**src/rtl/alu_pkg.sv**
```systemverilog
// Shared ALU types: opcode enumeration, default datapath width and the flag bundle.
package alu_pkg;

  localparam int ALU_WIDTH = 32;

  typedef enum logic [2:0] {
    OP_ADD = 3'd0,
    OP_XOR = 3'd1,
    OP_AND = 3'd2,
    OP_OR  = 3'd3,
    OP_NOR = 3'd4,
    OP_SL  = 3'd5,
    OP_SR  = 3'd6,
    OP_SUB = 3'd7
  } alu_op_e;

  typedef struct packed {
    logic overflow;
    logic zero;
    logic neg;
    logic carry;
  } alu_flags_t;

endpackage

```
**src/rtl/alu_if.sv**
```systemverilog
// ALU request/result bus. The master drives operands; the slave (alu_core) returns result and flags.
interface alu_if import alu_pkg::*; #(
  parameter int WIDTH = ALU_WIDTH
);
  logic             in_valid;
  logic [2:0]       opcode;
  logic [WIDTH-1:0] A;
  logic [WIDTH-1:0] B;
  logic [WIDTH-1:0] Alu_out;
  logic             out_valid;
  logic             overflow;
  logic             zero;
  logic             neg;
  logic             carry;

  modport master (
    output in_valid, opcode, A, B,
    input  Alu_out, out_valid, overflow, zero, neg, carry
  );

  modport slave (
    input  in_valid, opcode, A, B,
    output Alu_out, out_valid, overflow, zero, neg, carry
  );
endinterface

```
**src/rtl/alu_shifter.sv**
```systemverilog
// Combinational logical shifter for SL/SR; carry is the last bit shifted out (0 for a zero shift).
module alu_shifter import alu_pkg::*; #(
  parameter int WIDTH = ALU_WIDTH,
  localparam int SHW  = $clog2(WIDTH)
) (
  input  logic [WIDTH-1:0] a,
  input  logic [SHW-1:0]   shamt,
  input  logic             dir_right,
  output logic [WIDTH-1:0] res,
  output logic             carry
);
  logic [WIDTH:0] lft;
  logic [WIDTH:0] rgt;

  // One guard bit on each side catches the last bit shifted out.
  always_comb begin
    lft   = {1'b0, a} << shamt;
    rgt   = {a, 1'b0} >> shamt;
    res   = dir_right ? rgt[WIDTH:1] : lft[WIDTH-1:0];
    carry = dir_right ? rgt[0]       : lft[WIDTH];
  end
endmodule

```
**src/rtl/alu_core.sv**
```systemverilog
// Single-stage registered ALU with status flags. Define ALU_BARREL_SHIFT_EN to shift
// SL/SR by B[log2(WIDTH)-1:0]; otherwise SL/SR are fixed 1-bit shifts.
module alu_core import alu_pkg::*; #(
  parameter int WIDTH = ALU_WIDTH
) (
  input logic  clk,
  input logic  reset,
  alu_if.slave bus
);
  localparam int SHW    = $clog2(WIDTH);
  localparam int STAGES = 1;

  alu_op_e          op;
  logic [WIDTH:0]   sum;
  logic [WIDTH:0]   diff;
  logic [SHW-1:0]   shamt;
  logic [WIDTH-1:0] sh_res;
  logic             sh_carry;
  logic [WIDTH-1:0] res;
  alu_flags_t       flg;

  logic [STAGES:1]  vld_pipe;
  logic [WIDTH-1:0] res_q;
  alu_flags_t       flg_q;

  assign op = alu_op_e'(bus.opcode);

`ifdef ALU_BARREL_SHIFT_EN
  assign shamt = bus.B[SHW-1:0];
`else
  assign shamt = SHW'(1);
`endif

  alu_shifter #(.WIDTH(WIDTH)) u_shifter (
    .a         (bus.A),
    .shamt     (shamt),
    .dir_right (op == OP_SR),
    .res       (sh_res),
    .carry     (sh_carry)
  );

  assign sum  = {1'b0, bus.A} + {1'b0, bus.B};
  // diff[WIDTH] is the borrow, so carry on SUB is its inverse (A >= B unsigned).
  assign diff = {1'b0, bus.A} - {1'b0, bus.B};

  always_comb begin
    res = '0;
    flg = '0;
    unique case (op)
      OP_ADD: begin
        res          = sum[WIDTH-1:0];
        flg.carry    = sum[WIDTH];
        flg.overflow = (bus.A[WIDTH-1] == bus.B[WIDTH-1]) && (sum[WIDTH-1] != bus.A[WIDTH-1]);
      end
      OP_SUB: begin
        res          = diff[WIDTH-1:0];
        flg.carry    = ~diff[WIDTH];
        flg.overflow = (bus.A[WIDTH-1] != bus.B[WIDTH-1]) && (diff[WIDTH-1] != bus.A[WIDTH-1]);
      end
      OP_XOR: res = bus.A ^ bus.B;
      OP_AND: res = bus.A & bus.B;
      OP_OR:  res = bus.A | bus.B;
      OP_NOR: res = ~(bus.A | bus.B);
      OP_SL, OP_SR: begin
        res       = sh_res;
        flg.carry = sh_carry;
      end
    endcase
    flg.zero = (res == '0);
    flg.neg  = res[WIDTH-1];
  end

  // Reset wins over in_valid, so an op presented during reset is dropped.
  always_ff @(posedge clk) begin
    if (reset) begin
      vld_pipe <= '0;
      res_q    <= '0;
      flg_q    <= '0;
    end else begin
      vld_pipe <= bus.in_valid;
      if (bus.in_valid) begin
        res_q <= res;
        flg_q <= flg;
      end
    end
  end

  assign bus.out_valid = vld_pipe[STAGES];
  assign bus.Alu_out   = res_q;
  assign bus.overflow  = flg_q.overflow;
  assign bus.zero      = flg_q.zero;
  assign bus.neg       = flg_q.neg;
  assign bus.carry     = flg_q.carry;
endmodule

```
**src/flat_wrapper.sv**
```systemverilog
// flat-port wrapper written by rule: the top's interface ports become plain ports
module alu_core_flat import alu_pkg::*;
#(
  parameter int WIDTH = ALU_WIDTH
)
  (clk, reset, bus_in_valid, bus_opcode, bus_A, bus_B, bus_Alu_out, bus_out_valid, bus_overflow, bus_zero, bus_neg, bus_carry);
  alu_if #(.WIDTH(WIDTH)) bus_i ();
  input logic clk;
  input logic reset;
  input wire logic [$bits(bus_i.in_valid)-1:0] bus_in_valid;
  input wire logic [$bits(bus_i.opcode)-1:0] bus_opcode;
  input wire logic [$bits(bus_i.A)-1:0] bus_A;
  input wire logic [$bits(bus_i.B)-1:0] bus_B;
  output wire logic [$bits(bus_i.Alu_out)-1:0] bus_Alu_out;
  output wire logic [$bits(bus_i.out_valid)-1:0] bus_out_valid;
  output wire logic [$bits(bus_i.overflow)-1:0] bus_overflow;
  output wire logic [$bits(bus_i.zero)-1:0] bus_zero;
  output wire logic [$bits(bus_i.neg)-1:0] bus_neg;
  output wire logic [$bits(bus_i.carry)-1:0] bus_carry;
  assign bus_i.in_valid = bus_in_valid;
  assign bus_i.opcode = bus_opcode;
  assign bus_i.A = bus_A;
  assign bus_i.B = bus_B;
  assign bus_Alu_out = bus_i.Alu_out;
  assign bus_out_valid = bus_i.out_valid;
  assign bus_overflow = bus_i.overflow;
  assign bus_zero = bus_i.zero;
  assign bus_neg = bus_i.neg;
  assign bus_carry = bus_i.carry;
  alu_core #(.WIDTH(WIDTH)) u_core (.clk(clk), .reset(reset), .bus(bus_i));
endmodule
```
**config.mk**
```make
export PLATFORM = sky130hd
export DESIGN_NAME = alu_core_flat
export DESIGN_NICKNAME = d
export VERILOG_FILES = /design/src/rtl/alu_pkg.sv /design/src/rtl/alu_if.sv /design/src/rtl/alu_shifter.sv /design/src/rtl/alu_core.sv /design/src/flat_wrapper.sv
export SDC_FILE = /design/constraint.sdc
export NUM_CORES = 1
export LEC_CHECK = 0
export BUFFER_PORTS_ARGS = -buffer_cell sky130_fd_sc_hd__buf_4
export CORE_MARGIN = 1
export CORE_UTILIZATION = 45
export CTS_BUF_LIST = sky130_fd_sc_hd__clkbuf_2 sky130_fd_sc_hd__clkbuf_4 sky130_fd_sc_hd__clkbuf_8
export DETAILED_ROUTE_END_ITERATION = 8
export MAX_ROUTING_LAYER = met4
export PLACE_DENSITY = 0.71
export SYNTH_ARGS = -nofsm -noshare
export SYNTH_HDL_FRONTEND = slang
export SYNTH_HIERARCHICAL = 1
export SYNTH_SLANG_ARGS = --single-unit
```
**constraint.sdc**
```tcl
create_clock -name clk -period 5.1 [get_ports clk]
set_input_delay 1.02 -clock clk [delete_from_list [all_inputs] [get_ports clk]]
set_output_delay 1.02 -clock clk [all_outputs]
set_load 0.02 [all_outputs]
```
After elaboration in Yosys (flattened, before gate mapping). Cells that the tools add are included.

Register bits after elaboration: 37. Input bits: 70. Output and inout bits: 37. Word-level logic and storage cells: 34.

Add/subtract/negate cells: 2. Eq/ne operators: 11. Mux-type cells: 5. Bitwise logic cells: 5. Reductions and logical operators: 5.

Operators with widths (count): $pmux 32 s7 (1); $add 32x32->33 (1); $sub 32x32->33 (1); $and 32x32->32 (1); $logic_not 32->1 (1); $mux 32 (1); $not 32->32 (1); $or 32x32->32 (1); $xor 32x32->32 (1); $eq 3x3->1 const B (4); $eq 3x2->1 const B (2); $eq 3x1->1 const B (1); $logic_not 3->1 (1); $ne 1x1->1 (3); $pmux 1 s3 (1); $logic_and 1x1->1 (2); $pmux 1 s2 (1); $reduce_or 2->1 (1); $eq 1x1->1 (1); $mux 1 (1); $not 1->1 (1).

Logic depth before layout (Yosys ltp). Gate-level depths: netlist (run 1).

Word-level depth: 4. Mapped depth: 21. Gate-level depth less buffers: 18.

Modules after synthesis. The synthesis (run 1) kept the hierarchy.

By module, submodules not included: alu_core (times used 1, cells each 1108, area an instance 7746.2 µm², sequential area each 720.7 µm²); alu_shifter (times used 1, cells each 443, area an instance 3706.1 µm², sequential area each 0.0 µm²).

Worst setup path before layout (run 1). OpenSTA, ideal clock, no wires.

Path type: input port to flip-flop. Start: in bus_opcode[1]. End: reg u_core.flg_q, in the netlist u_core/bus.zero. Setup time: 0.069 ns. Arrival: 4.508 ns. Required time: 5.031 ns. Slack: 0.524 ns. Stages: 19. Path buffers: 4. Path through: buf_2 -> nand2b_1 -> clkbuf_1 -> nor2_1 -> clkbuf_1 -> clkbuf_1 -> nor2_1 -> a21oi_1 -> o221ai_1 -> mux2_2 -> mux4_2 -> or2_2 -> o311ai_1 -> o22ai_1 -> nor4b_1 -> nand4_1 -> nor4_2 -> nand4_1 -> o21ai_1.

Cells in the longest elaborated chain, start to end: 4. Elaborated cells between the ends (all ways): 12. Those cells by class: 7 x eq/ne; 2 x mux; 3 x reduce/logical.

Ends and longest elaborated chain: start: declaration (RTL line flat_wrapper.sv:11) `input wire logic [$bits(bus_i.opcode)-1:0] bus_opcode;`; $eq 3x3->1 (RTL line alu_core.sv:37) `.dir_right (op == OP_SR),`; $mux 32 (RTL line alu_shifter.sv:19) `res = dir_right ? rgt[WIDTH:1] : lft[WIDTH-1:0];`; via u_core.sh_res[11] (RTL line alu_core.sv:17) `logic [WIDTH-1:0] sh_res;`; $pmux 32 s7 (RTL line alu_core.sv:49) `unique case (op)`; $logic_not 32->1 (RTL line alu_core.sv:69) `flg.zero = (res == '0);`; end signal: assignment (RTL line alu_core.sv:83) `flg_q <= flg;`; end: declaration (RTL line alu_core.sv:24) `alu_flags_t flg_q;`.

The timed path passes the listed nets, and every way through them passes these cells. A chain may end at the register's enable or synchronous reset.

Final worst setup path (run 1).
Start: in bus_A[0]. End: reg u_core.flg_q, in the netlist u_core/bus.zero.

Cells in the longest elaborated chain, start to end: 4. Elaborated cells between the ends (all ways): 9. Those cells by class: 2 x add/sub; 2 x mux; 4 x bitwise; 1 x reduce/logical.

Ends and longest elaborated chain: start: declaration (RTL line flat_wrapper.sv:12) `input wire logic [$bits(bus_i.A)-1:0] bus_A;`; branches (longest 2 deep; another with $sub 32x32->33); $pmux 32 s7 (*) (RTL line alu_core.sv:49); $logic_not 32->1 (*) (RTL line alu_core.sv:69).

Mark *: on every way between the ends.

==> results.cfg, run 1 <==
[route]
ant_nets = 0
drc = 0
vias_per_cell = 6.90
wl_met1_mm = 22.3
vias = 13400
wl_met2_mm = 21.8
drtPass1Iterations = 7
wl_per_cell_um = 26.4
drt_iter0_drc = 1684
wl_mm = 51.3
top_layer = met4
wl_met3_mm = 5.27

[synth]
async_reset_ff_share_pct = 0
synth_mux_area_share_pct = 20.9
synth_compound_area_share_pct = 34.2
avgSynthCellArea_um2 = 7.38
synthCells = 1551
synth-edff-count = 0
yosys-top-cells-area = mux4_2, ha_1, mux2i_1, a21oi_1, dfxtp_1
ys_ff_latch = 36
synthAdderAreaFrac_pct = 10.8
synth_area_um2 = 11500
yosys.cell_types.count = 102
yosysMostFrequentCell = nor2_1
synth_common_cells = nor2_1, a21oi_1, nand2_1, inv_1, ha_1
yosysWarningCount = 6
synth-xor-area-share_pct = 0.0765
synth_flop_cell = dfxtp_1
synthSimpleGateAreaFrac_pct = 18.9
synth_seq_area_share_pct = 6.29
synth_top_family_by_area = compound AO/OA/AOI/OAI gates
synth_top_area_share_pct = 11.6
yosysTopAreaCell = mux4_2

[timing]
fin_crit_sh_pct = 92.1
slew_violations = 0
setup_viol = 0
fin_crit_ns = 4.70
final_hold_viol_count = 0
fin_ws_ns = 0.402
setup_tns_ns = 0
rsz0062_at_grt = false
max_freq_mhz = 213
tightest_slew_ns = 1.11
skew_ns = 0
slew_headroom_pct = 26.1

[finish]
drive_gt1_share_pct = 18.5
fillers = 2578
nets = 1779
fin_area_um2 = 12700
insertedDiodeCount = 0
area_delta_synth_final_pct = 10.8

[worst_setup_path]
arrival_ns = 4.93
worstSetupPathType = input port to flop
cp.required_ns = 5.34
cp-end-kind = flop
start_kind = input port
cp_max_fo = 8

[global_route]
grt_pass1_wl_mm = 77.7
grt_max_degree = 83
antenna_found_initial = 0
grt_pass1_vias = 12400
grtUsageTotal_pct = 40.0
overflow = 0

[run]
cap_violations = 0

[cts]
clk_pin_slew_ns = 0.08
clk_latency_ns = 0.30
cts_buffer_depth = 2
cts_tree = done
cts_setup_buffers = 0
cts_buffers = 5
htreeDepth = 2
clock_sinks = 36
postCtsHoldBufs = 0
cts_resized = 0
clock-root-buffer = clkbuf_8

[pwr]
power_leakage_nw = 5.43
irDropWorstVdd_mv = 0.130
powerDensity_nw_per_um2 = 158

[hold_path]
hp-class = flop to flop

[placement]
gp_congestion = 1.03
preCtsSetupSlack_ns = 0.230
placed_area_um2 = 12600
hpwl_mm = 39.8
port_buffers = 106

[run_status]
outcome = complete, no violations

[die]
num_rows = 58
dieArea_um2 = 26100
fp.coreArea_um2 = 25000
die_h_um = 162
io_pins = 107
dieWidth_um = 162
start_util_pct = 45.7
==> state kept, by name (all words and copies together), names as in the netlist <==
name                  cells
u_core/bus.overflow       1
u_core/bus.Alu_out       32
u_core/bus.carry          1
u_core/bus.out_valid      1
u_core/bus.zero           1
==> final cells by class <==
| cell class | instances | area, um2 | share of cell area [%] |
|---|---|---|---|
| Multi-Input combinational cell | 1288 | 9780 | 77.1 |
| Timing Repair Buffer | 170 | 1280 | 10.1 |
| Sequential cell | 36 | 721 | 5.68 |
| Inverter | 110 | 413 | 3.25 |
| Tap cell | 330 | 413 | 3.25 |
| Clock buffer | 5 | 68.8 | 0.542 |
| Clock inverter | 3 | 18.8 | 0.148 |
==> cell usage in the layout (no fill, tap or decap), types with 10 or more instances in the layout <==
cell type and count:
nand3_1 21, nor2b_1 19, o22ai_1 28, or3_1 13
a211oi_1 31, nand4_1 11, o211ai_1 20, ha_1 96
o221ai_1 30, inv_1 106, buf_4 170, and2_1 10
a21oi_1 145, o21a_1 12, o31ai_1 19, nand2_1 117
nor4_1 13, a31oi_1 11, nor2_1 166, dfxtp_1 36
a221o_1 17, a221oi_1 20, nor3_1 34, o21bai_1 14
a22oi_1 15, mux2i_1 78, conb_1 12, mux2_2 23
mux4_2 59, nand2b_1 18, a21o_1 15, o21ai_0 66
==> power by group <==
part           switching [mW]  internal, mW  total, mW
Clock                   0.111        0.0952      0.207
Combinational           0.926         0.556       1.48
Sequential             0.0132         0.306      0.319
Total                    1.05         0.957       2.01
==> layer usage <==
metal  track usage [%]  vias to the layer above
met1              55.8                     6450
met5                 -                        -
met2              57.8                      835
li1                  -                     6013
met3              7.01                      110
met4              13.1                        0
==> critical path: stages <==
cell       delay, ns
buf_4           0.14
ha_1            0.23
inv_1           0.07
fa_1            0.43
and2b_1         0.28
o2111ai_1       0.26
a2111oi_0       0.50
nor3_1          0.20
a21oi_1         0.36
nor2_1          0.11
a221o_1         0.31
a221o_1         0.39
nor4_2          0.36
nand4_1         0.14
o21ai_1         0.13
==> logic make-up (layout without fill, tap and decap cells) <==
logic type,count (synthesis),after routing
buffers and inverters,237,288
multiplexers,162,162
other,2,12
AND/OR/NAND/NOR,460,460
AO/OA/AOI/OAI,555,555
adder cells (fa/ha/maj),98,98
XOR/XNOR,1,1
flip-flops,36,36
==> metrics by stage <==
step	power [mW]	util, %	std cells	hold slack [ns]
global placement	1.71	50.3	1934	0.457
floorplan	1.26	-	1561	0.545
global route	2.12	50.7	1942	0.494
finish	2.01	50.7	1942	0.469
CTS	1.93	50.7	1942	0.473
detailed placement	1.72	50.3	1934	0.462
==> final timing paths <==
path                                           start                                  to  slack (ns)  depth (start not counted)
hold reg to reg   u_core/bus.Alu_out[9]$_SDFFE_PP0P_  u_core/bus.Alu_out[9]$_SDFFE_PP0P_        0.47                          2
setup / recovery                            bus_A[0]        u_core/bus.zero$_SDFFE_PP0P_        0.40                         15
hold / removal    u_core/bus.Alu_out[9]$_SDFFE_PP0P_  u_core/bus.Alu_out[9]$_SDFFE_PP0P_        0.47                          2
setup reg to reg  u_core/bus.Alu_out[7]$_SDFFE_PP0P_  u_core/bus.Alu_out[7]$_SDFFE_PP0P_        4.35                          2
Note: power is estimated with default switching activity, not from simulation.
==> inputs of run 2 (changes only) <==
CORE_UTILIZATION = 32   (was 45)
PLACE_DENSITY = 0.56   (was 0.71)
==> run 2 against run 1 <==
Clock power rose by 5%; sequential share of layout area fell by 0.093 points; sequential cell count did not move; routed wire length rose by 4.5%; combinational power barely moved; cell area rose by 1.7%; worst setup slack got worse by 0.12 ns; global-route usage fell by 10 points; power rose by 1.4%; critical endpoint unchanged; largest power group unchanged.
==> results.cfg, run 2 (same netlist as run 1, synthesis figures left out) <==
[run_status]
outcome = complete, no violations

[route]
wl_per_cell_um = 25.9
vias = 13600
drc = 0
ant_nets = 0
vias_per_cell = 6.55
wl_mm = 53.6
drtPass1Iterations = 7
drt_iter0_drc = 1919

[worst_setup_path]
arrival_ns = 5.04
worstReg2RegEnd = u_core/bus.Alu_out[6]$_SDFFE_PP0P_
cp-endpoint = u_core/bus.zero$_SDFFE_PP0P_
r2r-start = u_core/bus.Alu_out[6]$_SDFFE_PP0P_
cp.required_ns = 5.32
worstSetupPathType = input port to flop
cp-startpoint = bus_A[3]
worstPathCellList = buf_4 -> mux4_2 -> mux2_2 -> mux2i_1 -> o32ai_1 -> a31o_1 -> mux2_2 -> o221ai_1 -> o31a_1 -> a21oi_1 -> o21ai_0 -> nand4_1 -> nor4_1 -> buf_4 -> nand4b_1 -> nor4_2 -> nand4_1 -> o21ai_1
start_kind = input port
cp-end-kind = flop
cp_top_family = compound AO/OA/AOI/OAI gates
rr_worst_depth = 2
rrSetupSlack_ns = 4.14
cp_max_fo = 11
slowest_stage = o21ai_0
critPathBufInv = 2
path_depth = 18
max_stage_delay_ns = 0.47

[timing]
slew_violations = 0
max_freq_mhz = 207
setup_viol = 0
tightest_slew_ns = 1.17
final_hold_viol_count = 0
fin_crit_sh_pct = 94.5
rsz0062_at_grt = false
setup_tns_ns = 0
skew_ns = 0
fin_crit_ns = 4.82
slew_headroom_pct = 21.7

[pwr]
powerDensity_nw_per_um2 = 158
power_leakage_nw = 5.46
irDropWorstVdd_mv = 0.129

[placement]
placed_area_um2 = 12800
hpwl_mm = 41.7
port_buffers = 106
gp_congestion = 1.03

[die]
io_pins = 107
num_rows = 68
dieArea_um2 = 36500
dieWidth_um = 191
die_h_um = 191
fp.coreArea_um2 = 34900
start_util_pct = 32.8

[hold_path]
hp-class = flop to flop
hold_start = u_core/bus.overflow$_SDFFE_PP0P_
hold-path-cell-count = 2

[finish]
fin_area_um2 = 12900
insertedDiodeCount = 0
final_common_cell = buf_4
nets = 1785
multi_input_area_um2 = 9780
regArea_um2 = 721
fillers = 3754
largest_reg_flops = 32
post-route-util_pct = 37.0
area_delta_synth_final_pct = 12.6
drive_gt1_share_pct = 18.7
final_cell_mix = buf_4, nor2_1, a21oi_1

[cts]
cts_resized = 0
cts_buffer_depth = 2
clock-root-buffer = clkbuf_8
clk_latency_ns = 0.28
clk_pin_slew_ns = 0.06
cts_buffers = 5
cts_setup_buffers = 0
clock_sinks = 36
postCtsHoldBufs = 0
cts_tree = done
htreeDepth = 2

[global_route]
grt_max_degree = 83
grt_pass1_wl_mm = 80.5
overflow = 0
grt_pass1_vias = 12500
antenna_found_initial = 0
grtUsageTotal_pct = 29.6

[run]
cap_violations = 0
## run 2: cell types whose count changed in the layout (fill, tap and decap cells not counted)
cell / change
clkbuf_8: +2
buf_4: +6
clkinv_2: -2
clkinv_4: -1
## run 2: worst min-delay path by stage
stage                                                      to
after floorplan           u_core/bus.Alu_out[11]$_SDFFE_PP0P_
after global placement     u_core/bus.Alu_out[9]$_SDFFE_PP0P_
after detailed placement  u_core/bus.Alu_out[11]$_SDFFE_PP0P_
after CTS                 u_core/bus.Alu_out[30]$_SDFFE_PP0P_
after global routing      u_core/bus.Alu_out[30]$_SDFFE_PP0P_
final                        u_core/bus.overflow$_SDFFE_PP0P_
## run 2: area by class of cell
cell class,count,area share (%)
tap,455,4.41
sequential,36,5.59
clock buffer,7,0.747
inverter,110,3.20
timing repair buffer,176,10.2
multi-input combinational,1288,75.8
## run 2: per-layer routing
| metal | up-vias | GRT usage [%] | routed length [um] |
|---|---|---|---|
| li1 | 6023 | - | - |
| met1 | 6561 | 39.9 | 22700 |
| met2 | 853 | 45.4 | 24000 |
| met3 | 129 | 3.52 | 4630 |
| met4 | 0 | 10.1 | 2310 |
| met5 | - | - | 0 |
## run 2: stage by stage
| step | hold slack [ns] | cells | power, mW | setup slack, ns |
|---|---|---|---|---|
| 3_3_place_gp | 0.461 | 2065 | 1.74 | 0.170 |
| 2_1_floorplan | 0.545 | 1561 | 1.26 | 0.524 |
| 5_1_grt | 0.503 | 2072 | 2.15 | 0.188 |
| 3_5_place_dp | 0.471 | 2065 | 1.74 | 0.0410 |
| 6_report | 0.477 | 2072 | 2.03 | 0.279 |
| 4_1_cts | 0.485 | 2072 | 1.97 | 0.329 |
## run 2: tightest hold or removal path, cell delays in order (launching register included)
cell     delay, ns
dfxtp_1       0.31
nand2_1       0.06
a21oi_1       0.06
## run 2: report_power, final
part	total (mW)	internal, mW	switching [mW]
registers	0.321	0.306	0.0144
logic	1.50	0.559	0.938
clock network	0.217	0.120	0.0971
